## src/rtl/csr_counter_unit_if.sv

```systemverilog
// CSR access and memory-mapped timer port bundle for csr_counter_unit.
// The master issues CSR/timer requests; the slave is the counter unit.
interface csr_counter_unit_if;
   logic        csr_we;
   logic [11:0] csr_addr;
   logic [31:0] csr_wdata;
   logic [31:0] csr_rdata;
   logic        csr_hit;
   logic        csr_illegal;
   logic        tmr_req;
   logic        tmr_we;
   logic [1:0]  tmr_addr;
   logic [31:0] tmr_wdata;
   logic        tmr_ack;
   logic [31:0] tmr_rdata;

   modport master (
      output csr_we, csr_addr, csr_wdata,
      input  csr_rdata, csr_hit, csr_illegal,
      output tmr_req, tmr_we, tmr_addr, tmr_wdata,
      input  tmr_ack, tmr_rdata
   );

   modport slave (
      input  csr_we, csr_addr, csr_wdata,
      output csr_rdata, csr_hit, csr_illegal,
      input  tmr_req, tmr_we, tmr_addr, tmr_wdata,
      output tmr_ack, tmr_rdata
   );
endinterface

```

## src/rtl/csr_counter_unit.sv

```systemverilog
// Machine counters (mcycle, minstret, mtime/mtimecmp, mcountinhibit)
// with CSR access, a memory-mapped timer port and a registered mtip.
module csr_counter_unit #(
   parameter int unsigned TIMER_DIV     = 1,
   parameter logic [63:0] MTIMECMP_INIT = 64'hFFFF_FFFF_FFFF_FFFF
) (
   input  logic              clk,
   input  logic              rst_n,
   csr_counter_unit_if.slave bus,
   input  logic [1:0]        retire_cnt,
   output logic              mtip
);

   localparam logic [11:0] A_MCYCLE    = 12'hB00;
   localparam logic [11:0] A_MCYCLEH   = 12'hB80;
   localparam logic [11:0] A_MINSTRET  = 12'hB02;
   localparam logic [11:0] A_MINSTRETH = 12'hB82;
   localparam logic [11:0] A_MCNTINH   = 12'h320;
   localparam logic [11:0] A_CYCLE     = 12'hC00;
   localparam logic [11:0] A_TIME      = 12'hC01;
   localparam logic [11:0] A_INSTRET   = 12'hC02;
   localparam logic [11:0] A_CYCLEH    = 12'hC80;
   localparam logic [11:0] A_TIMEH     = 12'hC81;
   localparam logic [11:0] A_INSTRETH  = 12'hC82;

   localparam logic [15:0] PRESC_MAX = 16'(TIMER_DIV - 1);

   logic [63:0] mcycle;
   logic [63:0] minstret;
   logic [63:0] mtime;
   logic [63:0] mtimecmp;
   logic [15:0] presc;
   logic        inh_cy;
   logic        inh_ir;

   logic        ro_addr;
   logic        wr_ok;
   logic        wr_cyc_lo;
   logic        wr_cyc_hi;
   logic        wr_ins_lo;
   logic        wr_ins_hi;
   logic        wr_inh;
   logic [63:0] ins_inc;
   logic        t_wr;
   logic [31:0] tmr_rd;

   always_comb begin
      bus.csr_rdata = '0;
      bus.csr_hit   = 1'b1;
      ro_addr       = 1'b0;
      case (bus.csr_addr)
         A_MCYCLE:    bus.csr_rdata = mcycle[31:0];
         A_MCYCLEH:   bus.csr_rdata = mcycle[63:32];
         A_MINSTRET:  bus.csr_rdata = minstret[31:0];
         A_MINSTRETH: bus.csr_rdata = minstret[63:32];
         A_MCNTINH:   bus.csr_rdata = {29'b0, inh_ir, 1'b0, inh_cy};
         A_CYCLE: begin
            bus.csr_rdata = mcycle[31:0];
            ro_addr       = 1'b1;
         end
         A_TIME: begin
            bus.csr_rdata = mtime[31:0];
            ro_addr       = 1'b1;
         end
         A_INSTRET: begin
            bus.csr_rdata = minstret[31:0];
            ro_addr       = 1'b1;
         end
         A_CYCLEH: begin
            bus.csr_rdata = mcycle[63:32];
            ro_addr       = 1'b1;
         end
         A_TIMEH: begin
            bus.csr_rdata = mtime[63:32];
            ro_addr       = 1'b1;
         end
         A_INSTRETH: begin
            bus.csr_rdata = minstret[63:32];
            ro_addr       = 1'b1;
         end
         default: bus.csr_hit = 1'b0;
      endcase
   end

   assign bus.csr_illegal = bus.csr_we & ro_addr;

   // Writes to read-only shadows are flagged and otherwise ignored.
   assign wr_ok     = bus.csr_we & ~ro_addr;
   assign wr_cyc_lo = wr_ok & (bus.csr_addr == A_MCYCLE);
   assign wr_cyc_hi = wr_ok & (bus.csr_addr == A_MCYCLEH);
   assign wr_ins_lo = wr_ok & (bus.csr_addr == A_MINSTRET);
   assign wr_ins_hi = wr_ok & (bus.csr_addr == A_MINSTRETH);
   assign wr_inh    = wr_ok & (bus.csr_addr == A_MCNTINH);

   // A retire count of 3 saturates to 2.
   assign ins_inc = {62'b0, retire_cnt[1], retire_cnt[0] & ~retire_cnt[1]};

   assign t_wr = bus.tmr_req & bus.tmr_we;

   always_comb begin
      tmr_rd = '0;
      unique case (bus.tmr_addr)
         2'd0: tmr_rd = mtime[31:0];
         2'd1: tmr_rd = mtime[63:32];
         2'd2: tmr_rd = mtimecmp[31:0];
         2'd3: tmr_rd = mtimecmp[63:32];
      endcase
   end

   always_ff @(posedge clk) begin
      if (!rst_n) begin
         mcycle        <= '0;
         minstret      <= '0;
         mtime         <= '0;
         mtimecmp      <= MTIMECMP_INIT;
         presc         <= '0;
         inh_cy        <= 1'b0;
         inh_ir        <= 1'b0;
         mtip          <= 1'b0;
         bus.tmr_ack   <= 1'b0;
         bus.tmr_rdata <= '0;
      end else begin
         if (wr_cyc_lo)
            mcycle <= {mcycle[63:32], bus.csr_wdata};
         else if (wr_cyc_hi)
            mcycle <= {bus.csr_wdata, mcycle[31:0]};
         else if (!inh_cy)
            mcycle <= mcycle + 64'd1;

         if (wr_ins_lo)
            minstret <= {minstret[63:32], bus.csr_wdata};
         else if (wr_ins_hi)
            minstret <= {bus.csr_wdata, minstret[31:0]};
         else if (!inh_ir)
            minstret <= minstret + ins_inc;

         if (wr_inh) begin
            inh_cy <= bus.csr_wdata[0];
            inh_ir <= bus.csr_wdata[2];
         end

         // A port write to mtime also restarts the prescaler.
         if (t_wr && bus.tmr_addr == 2'd0) begin
            mtime <= {mtime[63:32], bus.tmr_wdata};
            presc <= '0;
         end else if (t_wr && bus.tmr_addr == 2'd1) begin
            mtime <= {bus.tmr_wdata, mtime[31:0]};
            presc <= '0;
         end else if (presc == PRESC_MAX) begin
            mtime <= mtime + 64'd1;
            presc <= '0;
         end else begin
            presc <= presc + 16'd1;
         end

         if (t_wr && bus.tmr_addr == 2'd2)
            mtimecmp <= {mtimecmp[63:32], bus.tmr_wdata};
         if (t_wr && bus.tmr_addr == 2'd3)
            mtimecmp <= {bus.tmr_wdata, mtimecmp[31:0]};

         mtip        <= (mtime >= mtimecmp);
         bus.tmr_ack <= bus.tmr_req;
         if (bus.tmr_req && !bus.tmr_we)
            bus.tmr_rdata <= tmr_rd;
      end
   end

endmodule
```

## src/flat_wrapper.sv

```systemverilog
// flat-port wrapper written by rule: the top's interface ports become plain ports
module csr_counter_unit_flat 
#(
   parameter int unsigned TIMER_DIV     = 1,
   parameter logic [63:0] MTIMECMP_INIT = 64'hFFFF_FFFF_FFFF_FFFF
)
  (clk, rst_n, retire_cnt, mtip, bus_csr_we, bus_csr_addr, bus_csr_wdata, bus_csr_rdata, bus_csr_hit, bus_csr_illegal, bus_tmr_req, bus_tmr_we, bus_tmr_addr, bus_tmr_wdata, bus_tmr_ack, bus_tmr_rdata);
  csr_counter_unit_if bus_i ();
  input  logic clk;
  input  logic rst_n;
  input  logic [1:0] retire_cnt;
  output logic mtip;
  input wire logic [$bits(bus_i.csr_we)-1:0] bus_csr_we;
  input wire logic [$bits(bus_i.csr_addr)-1:0] bus_csr_addr;
  input wire logic [$bits(bus_i.csr_wdata)-1:0] bus_csr_wdata;
  output wire logic [$bits(bus_i.csr_rdata)-1:0] bus_csr_rdata;
  output wire logic [$bits(bus_i.csr_hit)-1:0] bus_csr_hit;
  output wire logic [$bits(bus_i.csr_illegal)-1:0] bus_csr_illegal;
  input wire logic [$bits(bus_i.tmr_req)-1:0] bus_tmr_req;
  input wire logic [$bits(bus_i.tmr_we)-1:0] bus_tmr_we;
  input wire logic [$bits(bus_i.tmr_addr)-1:0] bus_tmr_addr;
  input wire logic [$bits(bus_i.tmr_wdata)-1:0] bus_tmr_wdata;
  output wire logic [$bits(bus_i.tmr_ack)-1:0] bus_tmr_ack;
  output wire logic [$bits(bus_i.tmr_rdata)-1:0] bus_tmr_rdata;
  assign bus_i.csr_we = bus_csr_we;
  assign bus_i.csr_addr = bus_csr_addr;
  assign bus_i.csr_wdata = bus_csr_wdata;
  assign bus_csr_rdata = bus_i.csr_rdata;
  assign bus_csr_hit = bus_i.csr_hit;
  assign bus_csr_illegal = bus_i.csr_illegal;
  assign bus_i.tmr_req = bus_tmr_req;
  assign bus_i.tmr_we = bus_tmr_we;
  assign bus_i.tmr_addr = bus_tmr_addr;
  assign bus_i.tmr_wdata = bus_tmr_wdata;
  assign bus_tmr_ack = bus_i.tmr_ack;
  assign bus_tmr_rdata = bus_i.tmr_rdata;
  csr_counter_unit #(.TIMER_DIV(TIMER_DIV), .MTIMECMP_INIT(MTIMECMP_INIT)) u_core (.clk(clk), .rst_n(rst_n), .bus(bus_i), .retire_cnt(retire_cnt), .mtip(mtip));
endmodule
```

## config.mk

```make
export PLATFORM = sky130hd
export DESIGN_NAME = csr_counter_unit_flat
export DESIGN_NICKNAME = d
export VERILOG_FILES = /design/src/rtl/csr_counter_unit_if.sv /design/src/rtl/csr_counter_unit.sv /design/src/flat_wrapper.sv
export SDC_FILE = /design/constraint.sdc
export NUM_CORES = 1
export LEC_CHECK = 0
export BUFFER_PORTS_ARGS = -buffer_cell sky130_fd_sc_hd__buf_2
export CORE_UTILIZATION = 45
export CTS_CLUSTER_DIAMETER = 80
export DETAILED_ROUTE_END_ITERATION = 12
export HOLD_SLACK_MARGIN = 0.1
export RECOVER_POWER = 25
export SYNTH_ARGS = -nofsm -noshare
export SYNTH_HDL_FRONTEND = slang
export SYNTH_SLANG_ARGS = --single-unit
```

## constraint.sdc

```tcl
create_clock -name clk -period 3.7 [get_ports clk]
set_clock_uncertainty 0.05 [all_clocks]
set_input_delay 0.555 -clock clk [delete_from_list [all_inputs] [get_ports clk]]
set_output_delay 0.555 -clock clk [all_outputs]
set_load 0.02 [all_outputs]
```

==> results of run 1 <==
-- worst max path at each step --
stage / start / to / slack [ns] / cells after the start
6_report: rst_n / u_core.minstret[8] / 0.38 / 5
5_1_grt: rst_n / u_core.minstret[8] / 0.25 / 5
4_1_cts: bus_csr_addr[0] / bus_csr_rdata[4] / 0.47 / 8
3_5_place_dp: bus_csr_addr[0] / bus_csr_rdata[4] / 0.47 / 8
3_3_place_gp: bus_csr_addr[1] / bus_csr_rdata[4] / 0.48 / 8
2_1_floorplan: bus_csr_addr[1] / bus_csr_rdata[14] / 0.58 / 7
-- flip-flops by register name, indices dropped and copies added, names as in the netlist --
name                  flops
u_core.bus.tmr_rdata     32
u_core.mtimecmp          64
u_core.presc             16
u_core.mtip               1
u_core.minstret          64
u_core.mtime             64
u_core.bus.tmr_ack        1
u_core.mcycle            64
u_core.inh_cy             1
u_core.inh_ir             1
-- metal layers --
layer	up-vias	wire, µm	global-route usage
met5	-	0	0
met2	1021	34600	0.569
met1	9471	30900	0.461
met3	201	6850	0.0635
li1	8930	-	-
met4	0	4230	0.179
-- area by class of cell --
| class | count | area [µm²] | share of cell area |
|---|---|---|---|
| flip-flops and latches | 308 | 6170 | 0.287 |
| inverters | 95 | 357 | 0.0166 |
| repair buffers | 234 | 1410 | 0.0654 |
| multi-input cells | 1774 | 11600 | 0.542 |
| clock buffers | 54 | 1110 | 0.0517 |
| well taps | 532 | 666 | 0.0310 |
| clock inverters | 12 | 145 | 0.00675 |
-- Yosys cell counts, types with 18 or more instances --
master                       n  share of area
sky130_fd_sc_hd__nor3_1     41          0.011
sky130_fd_sc_hd__o21ai_0   115          0.031
sky130_fd_sc_hd__nor4_1     35          0.012
sky130_fd_sc_hd__nor2_1    168          0.034
sky130_fd_sc_hd__nand2_1   267          0.054
sky130_fd_sc_hd__or3_1      29         0.0097
sky130_fd_sc_hd__dfxtp_1   308           0.33
sky130_fd_sc_hd__and3_1     41          0.014
sky130_fd_sc_hd__ha_1       70          0.047
sky130_fd_sc_hd__mux4_2     32          0.038
sky130_fd_sc_hd__xor2_1     74          0.035
sky130_fd_sc_hd__inv_1      94          0.019
sky130_fd_sc_hd__nand4_1    92          0.031
sky130_fd_sc_hd__o211ai_1   77          0.031
sky130_fd_sc_hd__a21oi_1   159          0.043
sky130_fd_sc_hd__a211oi_1   66          0.026
sky130_fd_sc_hd__nand3_1   124          0.033
sky130_fd_sc_hd__a31oi_1    24         0.0080
sky130_fd_sc_hd__and4_1     20         0.0094
sky130_fd_sc_hd__a22oi_1    96          0.038
sky130_fd_sc_hd__xnor2_1    47          0.022
sky130_fd_sc_hd__clkbuf_1  133          0.027
sky130_fd_sc_hd__buf_2      18         0.0048
-- critical path: cells and delay by family --
family | cells | cell delay (ns)
compound gates | 1 | 0.30
buf+inv | 4 | 2.78
-- power by group --
group          internal [mW]  total (mW)  switching [mW]  leakage (nW)
combinational          0.222       0.648           0.426          5.02
clock                   2.30        3.85            1.55         0.621
sequential              3.39        3.50           0.103          2.50
total                   5.91        7.99            2.08          8.13
-- kinds of logic (layout without fill, tap and decap cells) --
group / after synthesis / count (layout) / share of synthesized area
AOI/OAI and AO/OA: 637 / 637 / 0.224
xor gates and xnor gates: 121 / 121 / 0.0566
adders and majority gates: 71 / 71 / 0.0479
buffers and inverters: 253 / 395 / 0.0519
DFF: 308 / 308 / 0.329
muxes: 49 / 49 / 0.0479
and+or+nand+nor: 896 / 896 / 0.242
-- per-stage QoR --
step	power (mW)	utilization	instance area [µm²]	hold slack [ns]
CTS	8.03	0.527	21600	0.213
global route	8.22	0.525	21500	0.231
detailed placement	4.21	0.496	20300	0.394
floorplan	3.88	-	18700	0.388
finish	7.99	0.525	21500	0.224
global placement	4.20	0.496	20300	0.390
==> impl_metrics.sql, run 1 <==
INSERT INTO impl_metrics (metric_group, metric, value, unit) VALUES
('setup_path', 'critical_path_arrival', '3.72', 'ns'),
('logic_synthesis', 'synth-main-ff-cell', 'sky130_fd_sc_hd__dfxtp_1', ''),
('setup_path', 'crit_type', 'in -> reg', ''),
('logic_synthesis', 'synth_edf_count', '0', ''),
('finish', 'final_common_cell', 'sky130_fd_sc_hd__dfxtp_1', ''),
('timing', 'hold_viol', '0', ''),
('power', 'power_density', '372', 'nW/µm²'),
('placement', 'pre_cts_ws', '0.469', 'ns'),
('clock_tree', 'clk_pin_slew', '0.06', 'ns'),
('setup_path', 'startpoint_of_the_lowest_slack_register_to_register_path', 'u_core.mtime[36]', ''),
('timing', 'setup-tns-final', '0', 'ns'),
('setup_path', 'worst-endpoint-required', '4.10', 'ns'),
('drt', 'drt_first_pass_iters', '6', ''),
('timing', 'final-max-slew-violation-count', '35', ''),
('run', 'drv.max_cap_violation_count', '1', ''),
('logic_synthesis', 'count_of_state_elements_after_synthesis', '308', ''),
('timing', 'min_period', '3.32', 'ns'),
('logic_synthesis', 'avgSynthCellArea', '8.02', 'µm²'),
('finish', 'syn_to_final_growth', '14.8', '%'),
('timing', 'maxSlewHeadroom', '-0.0806', ''),
('clock_tree', 'cts_htree_levels', '2', ''),
('power', 'vdd.ir_drop.worst', '294', 'µV'),
('setup_path', 'r2r_setup_slack', '0.51', 'ns'),
('global_routing', 'first_global_vias', '17800', ''),
('global_routing', 'antenna_found_initial', '0', ''),
('min_path', 'hp-start', 'bus_tmr_wdata[15]', ''),
('setup_path', 'cpMaxStageDelayCell', 'sky130_fd_sc_hd__clkbuf_1', ''),
('finish', 'final_cell_mix', 'sky130_fd_sc_hd__dfxtp_1 (308), sky130_fd_sc_hd__nand2_1 (266), sky130_fd_sc_hd__nor2_1 (165), sky130_fd_sc_hd__a21oi_1 (159), sky130_fd_sc_hd__nand3_1 (122)', ''),
('drt', 'wirelength', '76.6', 'mm'),
('placement', 'total_placed_cells_including_tap_cells', '2943', ''),
('setup_path', 'kind_of_capture_point_of_the_worst_setup_path', 'flip-flop', ''),
('drt', 'route.detailed.drc', '0', ''),
('global_routing', 'gr-usage-all-layers', '0.357', ''),
('clock_tree', 'tritoncts.num_buffers', '38', ''),
('drt', 'detail-route-antenna-nets', '0', ''),
('drt', 'wl_per_cell', '25.5', 'µm'),
('global_routing', 'grt_start_max_net_pins', '66', ''),
('timing', 'rsz0062_at_grt', 'no', ''),
('logic_synthesis', 'synthesis.yosys.warnings', '0', ''),
('finish', 'finish.net_count', '2607', ''),
('die', 'dieHeight', '206', 'µm'),
('clock_tree', 'cts.sink_count', '308', ''),
('placement', 'gp_congestion', '1.04', ''),
('timing', 'final_min_period_over_clock_period', '0.897', ''),
('die', 'die_w', '206', 'µm'),
('clock_tree', 'holdBufCountCts', '0', ''),
('placement', 'dp.final_hpwl', '56.2', 'mm'),
('setup_path', 'cell_mode_on_critical_path', 'sky130_fd_sc_hd__clkbuf_1', ''),
('die', 'floorplan.initialDensity', '0.457', ''),
('global_routing', 'wire_length_of_the_first_global_routing_pass', '113', 'mm'),
('clock_tree', 'cts-resized-gates', '0', ''),
('logic_synthesis', 'synth-async-reset-ratio', '0', ''),
('outcome', 'status', 'finished, violations left', ''),
('min_path', 'hold_path.class', 'in -> reg', ''),
('logic_synthesis', 'syn_nets', '2491', ''),
('die', 'die-area', '42400', 'µm²'),
('clock_tree', 'post_cts_buffers', '0', ''),
('setup_path', 'critical-path-max-stage-delay', '1.04', 'ns'),
('setup_path', 'cp_cell_sequence', 'clkbuf_1 > clkbuf_1 > inv_2 > clkbuf_2 > a311oi_1', ''),
('drt', 'via_per_inst', '6.52', ''),
('outcome', 'violations', 'capacitance limit, slew limit', ''),
('die', 'num_io_pins', '153', ''),
('timing', 'fin_ws', '0.383', 'ns'),
('logic_synthesis', 'synth_cells', '2335', ''),
('clock_tree', 'cts.root.buffer_cell', 'sky130_fd_sc_hd__clkbuf_16', ''),
('logic_synthesis', 'synth-seq-area-share', '0.329', ''),
('min_path', 'holdPathEnd', 'u_core.mtimecmp[15]', ''),
('timing', 'clock.fmax', '301', 'MHz'),
('clock_tree', 'clock_latency', '0.56', 'ns'),
('drt', 'route.vias.total', '19600', ''),
('global_routing', 'grt_remaining_overflow', '0', '');
(Power assumes the default switching activity.)
==> inputs of run 2 (changes only) <==
==> constraint.sdc (replaced) <==
create_clock -name clk -period 3.7 [get_ports clk]
set_clock_uncertainty 0.05 [all_clocks]
set_input_delay 0.555 -clock clk [delete_from_list [all_inputs] [get_ports clk]]
set_output_delay 0.555 -clock clk [all_outputs]
set_load 0.005 [all_outputs]
==> impl_metrics.sql, run 2 (same netlist as run 1, synthesis figures left out) <==
INSERT INTO impl_metrics (metric_group, metric, value, unit) VALUES
('finish', 'final_cell_mix', 'sky130_fd_sc_hd__dfxtp_1 (308), sky130_fd_sc_hd__nand2_1 (266), sky130_fd_sc_hd__nor2_1 (165), sky130_fd_sc_hd__a21oi_1 (159), sky130_fd_sc_hd__buf_2 (135)', ''),
('power', 'vdd.ir_drop.worst', '309', 'µV'),
('clock_tree', 'post_cts_buffers', '0', ''),
('setup_path', 'critical_path_arrival', '2.70', 'ns'),
('clock_tree', 'cts-resized-gates', '0', ''),
('clock_tree', 'cts.sink_count', '308', ''),
('min_path', 'hp-start', 'bus_tmr_wdata[15]', ''),
('global_routing', 'gr-usage-all-layers', '0.347', ''),
('setup_path', 'r2r_setup_slack', '0.63', 'ns'),
('global_routing', 'first_global_vias', '17800', ''),
('drt', 'drt_first_pass_iters', '6', ''),
('placement', 'gp_congestion', '1.02', ''),
('clock_tree', 'cts.root.buffer_cell', 'sky130_fd_sc_hd__clkbuf_16', ''),
('power', 'report.power.total', '8.06', 'mW'),
('die', 'die-area', '42400', 'µm²'),
('finish', 'multi_input_area', '11600', 'µm²'),
('placement', 'dp.final_hpwl', '54.3', 'mm'),
('clock_tree', 'cts.path.max_buffers', '3', ''),
('setup_path', 'worst_r2r_endpoint', 'u_core.minstret[34]', ''),
('setup_path', 'top_fanout_value_on_the_critical_path', '16', ''),
('finish', 'layout.cell_area.non_filler', '21500', 'µm²'),
('setup_path', 'kind_of_capture_point_of_the_worst_setup_path', 'primary output', ''),
('finish', 'syn_to_final_growth', '14.9', '%'),
('setup_path', 'crit_type', 'in -> out', ''),
('clock_tree', 'holdBufCountCts', '0', ''),
('timing', 'worst_pin_slew', '1.93', 'ns'),
('clock_tree', 'clk_pin_slew', '0.06', 'ns'),
('drt', 'wirelength', '74.5', 'mm'),
('finish', 'area.sequential', '6170', 'µm²'),
('setup_path', 'sort_of_element_at_the_start_of_the_critical_path', 'primary input', ''),
('clock_tree', 'cts_tree', 'yes', ''),
('die', 'rows', '74', ''),
('drt', 'via_per_inst', '6.40', ''),
('global_routing', 'wire_length_of_the_first_global_routing_pass', '111', 'mm'),
('setup_path', 'worst-endpoint-required', '3.09', 'ns'),
('clock_tree', 'clock_latency', '0.57', 'ns'),
('setup_path', 'critical_path.endpoint', 'bus_csr_rdata[30]', ''),
('die', 'dieHeight', '206', 'µm'),
('finish', 'finalCoreUtilization', '0.526', ''),
('die', 'num_io_pins', '153', ''),
('drt', 'route.vias.total', '19300', ''),
('finish', 'finish.net_count', '2606', ''),
('placement', 'numPortBuffers', '152', ''),
('clock_tree', 'cts_htree_levels', '2', ''),
('timing', 'finalSetupViolCount', '0', ''),
('drt', 'drt_iter0_markers', '1752', ''),
('finish', 'stdcell_count', '3010', ''),
('global_routing', 'antenna_found_initial', '0', ''),
('die', 'floorplan.initialDensity', '0.457', ''),
('global_routing', 'grt_start_max_net_pins', '89', ''),
('drt', 'detail_route.wirelength.met1', '30.1', 'mm'),
('finish', 'num_antenna_cells', '0', ''),
('finish', 'drive_above_1_share', '0.139', ''),
('timing', 'fin_ws', '0.391', 'ns'),
('die', 'die_w', '206', 'µm'),
('timing', 'final-max-slew-violation-count', '57', ''),
('setup_path', 'rr_worst_depth', '10', ''),
('placement', 'postPlaceCellArea', '20300', 'µm²'),
('setup_path', 'crit_start', 'bus_csr_addr[7]', ''),
('drt', 'route.detailed.drc', '0', ''),
('drt', 'met2WireLength', '34.9', 'mm'),
('drt', 'wl_per_cell', '24.8', 'µm'),
('timing', 'worst_hold_slack', '0.213', 'ns'),
('drt', 'met3WireLength', '5.67', 'mm'),
('clock_tree', 'tritoncts.num_buffers', '38', ''),
('power', 'p_leak', '8.21', 'nW'),
('timing', 'rsz0062_at_grt', 'no', ''),
('placement', 'pre_cts_ws', '0.205', 'ns'),
('timing', 'final_min_period_over_clock_period', '0.894', ''),
('drt', 'maxUsedRoutingLayer', 'met4', ''),
('outcome', 'status', 'finished, violations left', ''),
('timing', 'hold_viol', '0', ''),
('setup_path', 'startpoint_of_the_lowest_slack_register_to_register_path', 'u_core.minstret[0]', ''),
('timing', 'maxSlewHeadroom', '-0.291', ''),
('finish', 'fillerInstances', '3991', ''),
('outcome', 'violations', 'capacitance limit, slew limit', ''),
('global_routing', 'grt_remaining_overflow', '0', ''),
('timing', 'setup-tns-final', '0', 'ns'),
('run', 'drv.max_cap_violation_count', '2', ''),
('finish', 'final_common_cell', 'sky130_fd_sc_hd__dfxtp_1', ''),
('drt', 'detail-route-antenna-nets', '0', ''),
('timing', 'clock.fmax', '302', 'MHz'),
('die', 'design.core.area', '40900', 'µm²'),
('placement', 'total_placed_cells_including_tap_cells', '2942', ''),
('min_path', 'hold_path.class', 'in -> reg', ''),
('power', 'power_density', '374', 'nW/µm²'),
('timing', 'min_period', '3.31', 'ns');
==> run 2: cell types whose count changed in the layout (fill, tap and decap cells not counted), sizes merged <==
cell / change
clkinv: -2
clkbuf: -15
buf: +17
bufinv: +1
==> run 2: worst max-delay path: stages <==
cell                      delay [ns]
sky130_fd_sc_hd__buf_2          0.22
sky130_fd_sc_hd__or4b_1         0.69
sky130_fd_sc_hd__nor3_2         0.42
sky130_fd_sc_hd__buf_4          0.32
sky130_fd_sc_hd__a22oi_1        0.13
sky130_fd_sc_hd__nand3_1        0.19
sky130_fd_sc_hd__buf_2          0.15
==> run 2: cell type report <==
cell class,count,area share
multi-input combinational,1774,0.541
sequential,308,0.287
timing repair buffer,233,0.0644
clock buffer,57,0.0527
tap,532,0.0309
inverter,95,0.0166
clock inverter,11,0.00750
==> run 2: power by group <==
| part | switching, mW | leakage [nW] | internal, mW |
|---|---|---|---|
| Clock | 1.56 | 0.637 | 2.39 |
| Sequential | 0.0845 | 2.50 | 3.39 |
| Combinational | 0.400 | 5.08 | 0.223 |
==> run 2: per-layer routing <==
metal | global-route usage | vias to the layer above
met5 | 0 | -
met4 | 0.180 | 0
met3 | 0.0549 | 180
met2 | 0.574 | 908
met1 | 0.434 | 9277
li1 | - | 8914
==> run 2: worst min-delay path by stage <==
stage,depth (start not counted),endpoint
after detailed placement,2,u_core.bus.tmr_rdata[26]
after floorplan,1,u_core.presc[0]
after global routing,3,u_core.mtimecmp[25]
final,3,u_core.mtimecmp[47]
after global placement,2,u_core.bus.tmr_rdata[25]
after CTS,3,u_core.mtimecmp[47]
